--- src/rtl/eth_fcs_check_d16.sv ---
// eth_fcs_check_d16: receive-side Ethernet FCS checker on a 16-bit word stream.
// CRC32 is accumulated over every byte including the FCS. At end of frame the
// block issues one registered verdict (good / CRC error / runt / abort).
// Build macro FCS_CHECK_STATS_EN adds saturating good/bad verdict counters.
module eth_fcs_check_d16 #(
  parameter logic [31:0] RESIDUE   = 32'hC704DD7B,
  parameter int unsigned MIN_BYTES = 64,
  parameter int unsigned LEN_W     = 12
) (
  input  logic             sys_clk,
  input  logic             sys_rst,
  input  logic             in_valid,
  input  logic             in_sof,
  input  logic             in_eof,
  input  logic             in_odd,
  input  logic [15:0]      in_data,
  output logic             out_valid,
  output logic             out_ok,
  output logic             out_crc_err,
  output logic             out_runt,
  output logic             out_abort,
  output logic [LEN_W-1:0] out_len,
  output logic             busy
`ifdef FCS_CHECK_STATS_EN
  ,
  input  logic             stat_clr,
  output logic [31:0]      stat_good,
  output logic [31:0]      stat_bad
`endif
);

  localparam logic [31:0]      POLY    = 32'h04C11DB7;
  localparam logic [LEN_W-1:0] CNT_MAX = '1;
  localparam logic [LEN_W:0]   MIN_L   = (LEN_W+1)'(MIN_BYTES);

  typedef enum logic {S_IDLE, S_FRAME} state_t;

  typedef struct packed {
    logic             crc_err;
    logic             runt;
    logic             abort;
    logic [LEN_W-1:0] len;
  } verdict_t;

  // MSB-first register; each byte enters LSB first, i.e. bit-reversed.
  function automatic logic [31:0] crc_upd8(input logic [31:0] crc, input logic [7:0] b);
    logic [31:0] c;
    logic        fb;
    c = crc;
    for (int unsigned i = 0; i < 8; i++) begin
      fb = c[31] ^ b[i];
      c  = {c[30:0], 1'b0} ^ (fb ? POLY : '0);
    end
    return c;
  endfunction

  function automatic logic [31:0] crc_upd16(input logic [31:0] crc, input logic [15:0] w);
    return crc_upd8(crc_upd8(crc, w[7:0]), w[15:8]);
  endfunction

  function automatic logic [LEN_W-1:0] sat_add(input logic [LEN_W-1:0] a, input logic [1:0] n);
    logic [LEN_W:0] s;
    s = {1'b0, a} + {{(LEN_W-1){1'b0}}, n};
    return s[LEN_W] ? CNT_MAX : s[LEN_W-1:0];
  endfunction

  function automatic verdict_t mk_verdict(input logic [31:0] crc, input logic [LEN_W-1:0] cnt,
                                          input logic abort);
    verdict_t v;
    v.crc_err = (crc != RESIDUE);
    v.runt    = ({1'b0, cnt} < MIN_L);
    v.abort   = abort;
    v.len     = cnt;
    return v;
  endfunction

  state_t           r_state, w_state_n;
  logic [31:0]      r_crc, w_crc_n;
  logic [LEN_W-1:0] r_cnt, w_cnt_n;
  logic             r_pend_v, w_pend_v_n;
  verdict_t         r_pend, w_pend_n;

  logic             w_odd;
  logic [31:0]      w_crc_new, w_crc_acc;
  logic [LEN_W-1:0] w_cnt_new, w_cnt_acc;
  logic             w_v1_v, w_v2_v, w_emit_v;
  verdict_t         w_v1, w_v2, w_emit;

  // odd only counts on the last word of a frame
  assign w_odd     = in_eof & in_odd;
  assign w_crc_new = w_odd ? crc_upd8('1, in_data[7:0]) : crc_upd16('1, in_data);
  assign w_crc_acc = w_odd ? crc_upd8(r_crc, in_data[7:0]) : crc_upd16(r_crc, in_data);
  assign w_cnt_new = w_odd ? LEN_W'(1) : LEN_W'(2);
  assign w_cnt_acc = sat_add(r_cnt, w_odd ? 2'd1 : 2'd2);
  assign busy      = (r_state == S_FRAME);

  // state register
  always_ff @(posedge sys_clk or posedge sys_rst) begin
    if (sys_rst) r_state <= S_IDLE;
    else         r_state <= w_state_n;
  end

  // next-state, CRC/count update and verdict selection
  always_comb begin
    w_state_n  = r_state;
    w_crc_n    = r_crc;
    w_cnt_n    = r_cnt;
    w_v1_v     = 1'b0;
    w_v1       = '0;
    w_v2_v     = 1'b0;
    w_v2       = '0;
    if (in_valid) begin
      unique case (r_state)
        S_IDLE: begin
          if (in_sof) begin
            w_crc_n = w_crc_new;
            w_cnt_n = w_cnt_new;
            if (in_eof) begin
              w_v1_v = 1'b1;
              w_v1   = mk_verdict(w_crc_new, w_cnt_new, 1'b0);
            end else begin
              w_state_n = S_FRAME;
            end
          end
        end
        S_FRAME: begin
          if (in_sof) begin
            // old frame reported as aborted; new frame loaded in the same cycle
            w_v1_v  = 1'b1;
            w_v1    = mk_verdict(r_crc, r_cnt, 1'b1);
            w_crc_n = w_crc_new;
            w_cnt_n = w_cnt_new;
            if (in_eof) begin
              w_v2_v    = 1'b1;
              w_v2      = mk_verdict(w_crc_new, w_cnt_new, 1'b0);
              w_state_n = S_IDLE;
            end
          end else begin
            w_crc_n = w_crc_acc;
            w_cnt_n = w_cnt_acc;
            if (in_eof) begin
              w_v1_v    = 1'b1;
              w_v1      = mk_verdict(w_crc_acc, w_cnt_acc, 1'b0);
              w_state_n = S_IDLE;
            end
          end
        end
        default: w_state_n = S_IDLE;
      endcase
    end
    // a held verdict always goes out before anything produced this cycle
    if (r_pend_v) begin
      w_emit_v   = 1'b1;
      w_emit     = r_pend;
      w_pend_v_n = w_v1_v;
      w_pend_n   = w_v1;
    end else begin
      w_emit_v   = w_v1_v;
      w_emit     = w_v1;
      w_pend_v_n = w_v2_v;
      w_pend_n   = w_v2;
    end
  end

  // datapath registers and registered verdict outputs
  always_ff @(posedge sys_clk or posedge sys_rst) begin
    if (sys_rst) begin
      r_crc       <= '1;
      r_cnt       <= '0;
      r_pend_v    <= 1'b0;
      r_pend      <= '0;
      out_valid   <= 1'b0;
      out_ok      <= 1'b0;
      out_crc_err <= 1'b0;
      out_runt    <= 1'b0;
      out_abort   <= 1'b0;
      out_len     <= '0;
    end else begin
      r_crc       <= w_crc_n;
      r_cnt       <= w_cnt_n;
      r_pend_v    <= w_pend_v_n;
      r_pend      <= w_pend_n;
      out_valid   <= w_emit_v;
      out_ok      <= w_emit_v & ~w_emit.crc_err & ~w_emit.runt & ~w_emit.abort;
      out_crc_err <= w_emit_v & w_emit.crc_err;
      out_runt    <= w_emit_v & w_emit.runt;
      out_abort   <= w_emit_v & w_emit.abort;
      out_len     <= w_emit_v ? w_emit.len : '0;
    end
  end

`ifdef FCS_CHECK_STATS_EN
  logic [31:0] r_stat_good, r_stat_bad;

  // saturating verdict counters; clear wins over a coincident verdict
  always_ff @(posedge sys_clk or posedge sys_rst) begin
    if (sys_rst) begin
      r_stat_good <= '0;
      r_stat_bad  <= '0;
    end else if (stat_clr) begin
      r_stat_good <= '0;
      r_stat_bad  <= '0;
    end else if (out_valid) begin
      if (out_ok) begin
        if (r_stat_good != '1) r_stat_good <= r_stat_good + 32'd1;
      end else begin
        if (r_stat_bad != '1) r_stat_bad <= r_stat_bad + 32'd1;
      end
    end
  end

  assign stat_good = r_stat_good;
  assign stat_bad  = r_stat_bad;
`else
  // statistics counters not built
`endif

endmodule
--- config.mk ---
export PLATFORM = sky130hd
export DESIGN_NAME = eth_fcs_check_d16
export DESIGN_NICKNAME = d
export VERILOG_FILES = /design/src/rtl/eth_fcs_check_d16.sv
export SDC_FILE = /design/constraint.sdc
export NUM_CORES = 1
export LEC_CHECK = 0
export ABC_AREA = 1
export CORE_UTILIZATION = 68
export CTS_CLUSTER_DIAMETER = 100
export DETAILED_ROUTE_END_ITERATION = 7
export GPL_TIMING_DRIVEN = 0
export PLACE_DENSITY_LB_ADDON = 0.15
export SYNTH_ARGS = -nofsm -noshare
export SYNTH_HDL_FRONTEND = slang
export SYNTH_SLANG_ARGS = --single-unit
--- constraint.sdc ---
create_clock -name sys_clk -period 7.69 [get_ports sys_clk]
set_clock_uncertainty 0.15 [all_clocks]
set_input_delay 0.769 -clock sys_clk [delete_from_list [all_inputs] [get_ports sys_clk]]
set_output_delay 0.769 -clock sys_clk [all_outputs]
set_load 0.01 [all_outputs]
==> flow_summary_export.csv <==
group,metric,value,unit
outcome,status,"finished with violations",
outcome,violations,"design-rule violations",
placement,place_ws,1.59,ns
synth,synthCells,1341,
grt,grt_antenna_before_repair,0,
drt,drc,4,
synth,yosysUniqueCellTypes,47,
power_and_ir_drop,power.density,425,mW/mm^2
sta,period_share,80.1,%
synth,synth-async-reset-ratio,100,%
cells_and_area,layout-drive-gt1-share,13.3,%
synth,synth_nets,1366,
die,core_region_area,0.0123,mm^2
drt,vias_per_cell,6.31,
synth,ys_seq_elements,78,
clocking,cts.sinks,78,
clocking,htree_levels,3,
die,die_h,115,um
critical_path,slowest_stage,"buf_1",
die,initial_core_util,71.1,%
sta,period_minus_slack,6.16,ns
cells_and_area,multiInputGateArea,0.00595,mm^2
sta,relSlewSlack,47.8,%
cells_and_area,final_common_cell,"nand2_1",
sta,rsz0062_at_grt,"no",
sta,fmax,162,MHz
drt,drt-total-wl,30900,um
synth,synth-main-ff-cell,"dfrtp_1",
grt,grt_pass1_vias,8853,
sta,worst_pin_slew,0.776,ns
clocking,cts_tree,"yes",
critical_path,crit_path_end_kind,"flop",
critical_path,cpLargestDelayFamily,"buffers and inverters",
clocking,cts.clk_slew.worst_paths,0.06,ns
drt,ant_nets,0,
synth,synth_area,0.00872,mm^2
sta,setup_viol,0,
critical_path,cp_max_fo,10,
cells_and_area,fill_cells,970,
grt,grt_busiest_layer,"met2",
cells_and_area,final_cell_mix,"nand2_1 (450), nand3_1 (149), inv_1 (120)",
clocking,cts_setup_buffers,0,
cells_and_area,area_growth,9.57,%
placement,gp_congestion,1.06,
drt,drtIter0Drc,1594,
grt,grt_pass1_wl,47400,um
sta,hold_viol_final,0,
drt,wl_per_cell,19.9,um
clocking,cts_resized,0,
die,die_x,115,um
clocking,holdBufCountCts,0,
sta,whs,0.304,ns
grt,grt_usage,48.3,%
grt,grt_max_degree,66,
sta,setup_ws,1.53,ns
clocking,cts_buffers,9,
placement,hpwl,23800,um
sta,slew_viol_final,0,
clocking,clock_latency,0.35,ns
clocking,cts-root-buf,"clkbuf_16",
critical_path,critical_path.cell_chain,"clkdlybuf4s50_1 -> nand2_1 -> inv_1 -> clkbuf_1 -> buf_1 -> clkbuf_1 -> clkbuf_1 -> ha_1 -> fa_1 -> nand2_1 -> nor2_1 -> nand2_1 -> nor2_1 -> nand3_1 -> o21ai_0 -> nor2_1 -> nand4_1 -> a21oi_1 -> nand2_1 -> nand2_1 -> or3b_2 -> nor2_2",
job,cap_violations,0,
critical_path,crit_buf_inv,6,
cells_and_area,diodes,0,
synth,avgSynthCellArea,6.50,um^2
synth,ys_warn_count,0,
die,rows,40,
placement,io_buffers,29,
worst_hold_path,hp-class,"flop to flop",
cells_and_area,seqCellArea,0.00199,mm^2
drt,first_pass_iters,8,
die,io_pins,40,
cells_and_area,fin_nets,1407,
die,dieArea,0.0133,mm^2
power_and_ir_drop,power,4060,uW
power_and_ir_drop,vdd.ir_drop.worst,0.193,mV
synth,yosysSeqAreaShare,22.9,%
critical_path,startpoint_type,"input pin",
critical_path,worstSetupPathType,"input pin to flop",
grt,grt_overflow,0,
grt,use_met3,14.3,%
clocking,cts_buffer_depth,2,
critical_path,arrival,6.29,ns
critical_path,cp.required,7.82,ns
sta,fin_setup_tns,0,ns
critical_path,cp_common_cell,"nand2_1",
grt,grtUsageMet2,72.8,%
critical_path,critPathMaxStageDelay,0.59,ns
grt,grt_use_met1,60.8,%
drt,vias,9811,
power_and_ir_drop,p_leak,0.00479,uW
synth,synth_edf_count,0,
## metrics by stage
stage / cell area, um^2 / utilization, % / std cells
6_report: 9550 / 77.9 / 1555
5_1_grt: 9550 / 77.9 / 1555
4_1_cts: 9550 / 77.9 / 1555
3_5_place_dp: 9250 / 75.4 / 1539
3_3_place_gp: 9220 / 75.2 / 1538
2_1_floorplan: 8720 / - / 1341
## state kept, by name (all words and copies together) (netlist names)
name and count:
out_crc_err 1, out_valid 1, r_cnt 12, out_ok 1, busy 1, r_pend_v 1
r_crc 32, r_pend 15, out_runt 1, out_abort 1, out_len 12
## metal layers
| metal | vias up | wire, um |
|---|---|---|
| met2 | 849 | 13100 |
| met4 | 0 | 2150 |
| met1 | 4395 | 11300 |
| met3 | 177 | 4410 |
| li1 | 4390 | - |
| met5 | - | 0 |
## final timing paths
path / startpoint / to / slack [ns] / depth (start not counted)
worst max-delay path: in_odd / out_ok / 1.53 / 22
worst min-delay path: r_pend[10] / out_len[10] / 0.30 / 2
min in group asynchronous: sys_rst / out_len[7] / 0.55 / 2
worst min register to register: r_pend[10] / out_len[10] / 0.30 / 2
max in group asynchronous: sys_rst / r_crc[7] / 6.20 / 3
worst max register to register: r_crc[28] / out_ok / 4.23 / 20
## worst register-to-register path, delay by kind of cell (launching register included)
| kind | cells | cell delay [ns] |
|---|---|---|
| buffers and inverters | 1 | 0.08 |
| DFF | 1 | 0.55 |
| and+or+nand+nor | 19 | 2.61 |
## cell type report
| cell class | instances | share of cell area (%) |
|---|---|---|
| multi-input cells | 1078 | 62.3 |
| clock inverters | 7 | 0.825 |
| inverters | 140 | 5.66 |
| repair buffers | 30 | 3.33 |
| plain buffers | 45 | 2.50 |
| clock buffers | 9 | 2.36 |
| well taps | 168 | 2.20 |
| flip-flops and latches | 78 | 20.9 |
## where the power goes
part / internal, uW / total, uW / switching [uW]
clock network: 256 / 445 / 190
logic: 906 / 3000 / 2090
registers: 549 / 617 / 68.5
total: 1710 / 4060 / 2350
## synth_stat cells, types with 7 or more instances
cell,count,area (um^2)
nand2_1,450,1690
inv_2,12,45.0
nor2_1,55,206
nand3_2,11,110
xnor2_1,28,245
nand3_1,149,746
dfrtp_1,46,1150
xor2_1,88,771
nand4_1,17,106
nand2_4,15,169
o21ai_0,79,395
xor2_4,9,248
o22ai_1,22,138
nand2_2,49,307
clkbuf_1,27,101
inv_1,121,454
dfstp_2,32,841
o211ai_1,11,82.6
a21oi_1,34,170
buf_6,7,78.8
o21ai_1,12,60.1
## cells by family after synthesis
group | Yosys count | share of synthesized area, %
flops | 78 | 22.9
buf+inv | 185 | 8.91
compound gates | 166 | 10.5
simple gates | 772 | 40.2
fa+ha+maj | 3 | 0.517
xor+xnor | 137 | 17.1
Note: power is estimated with default switching activity, not from simulation.
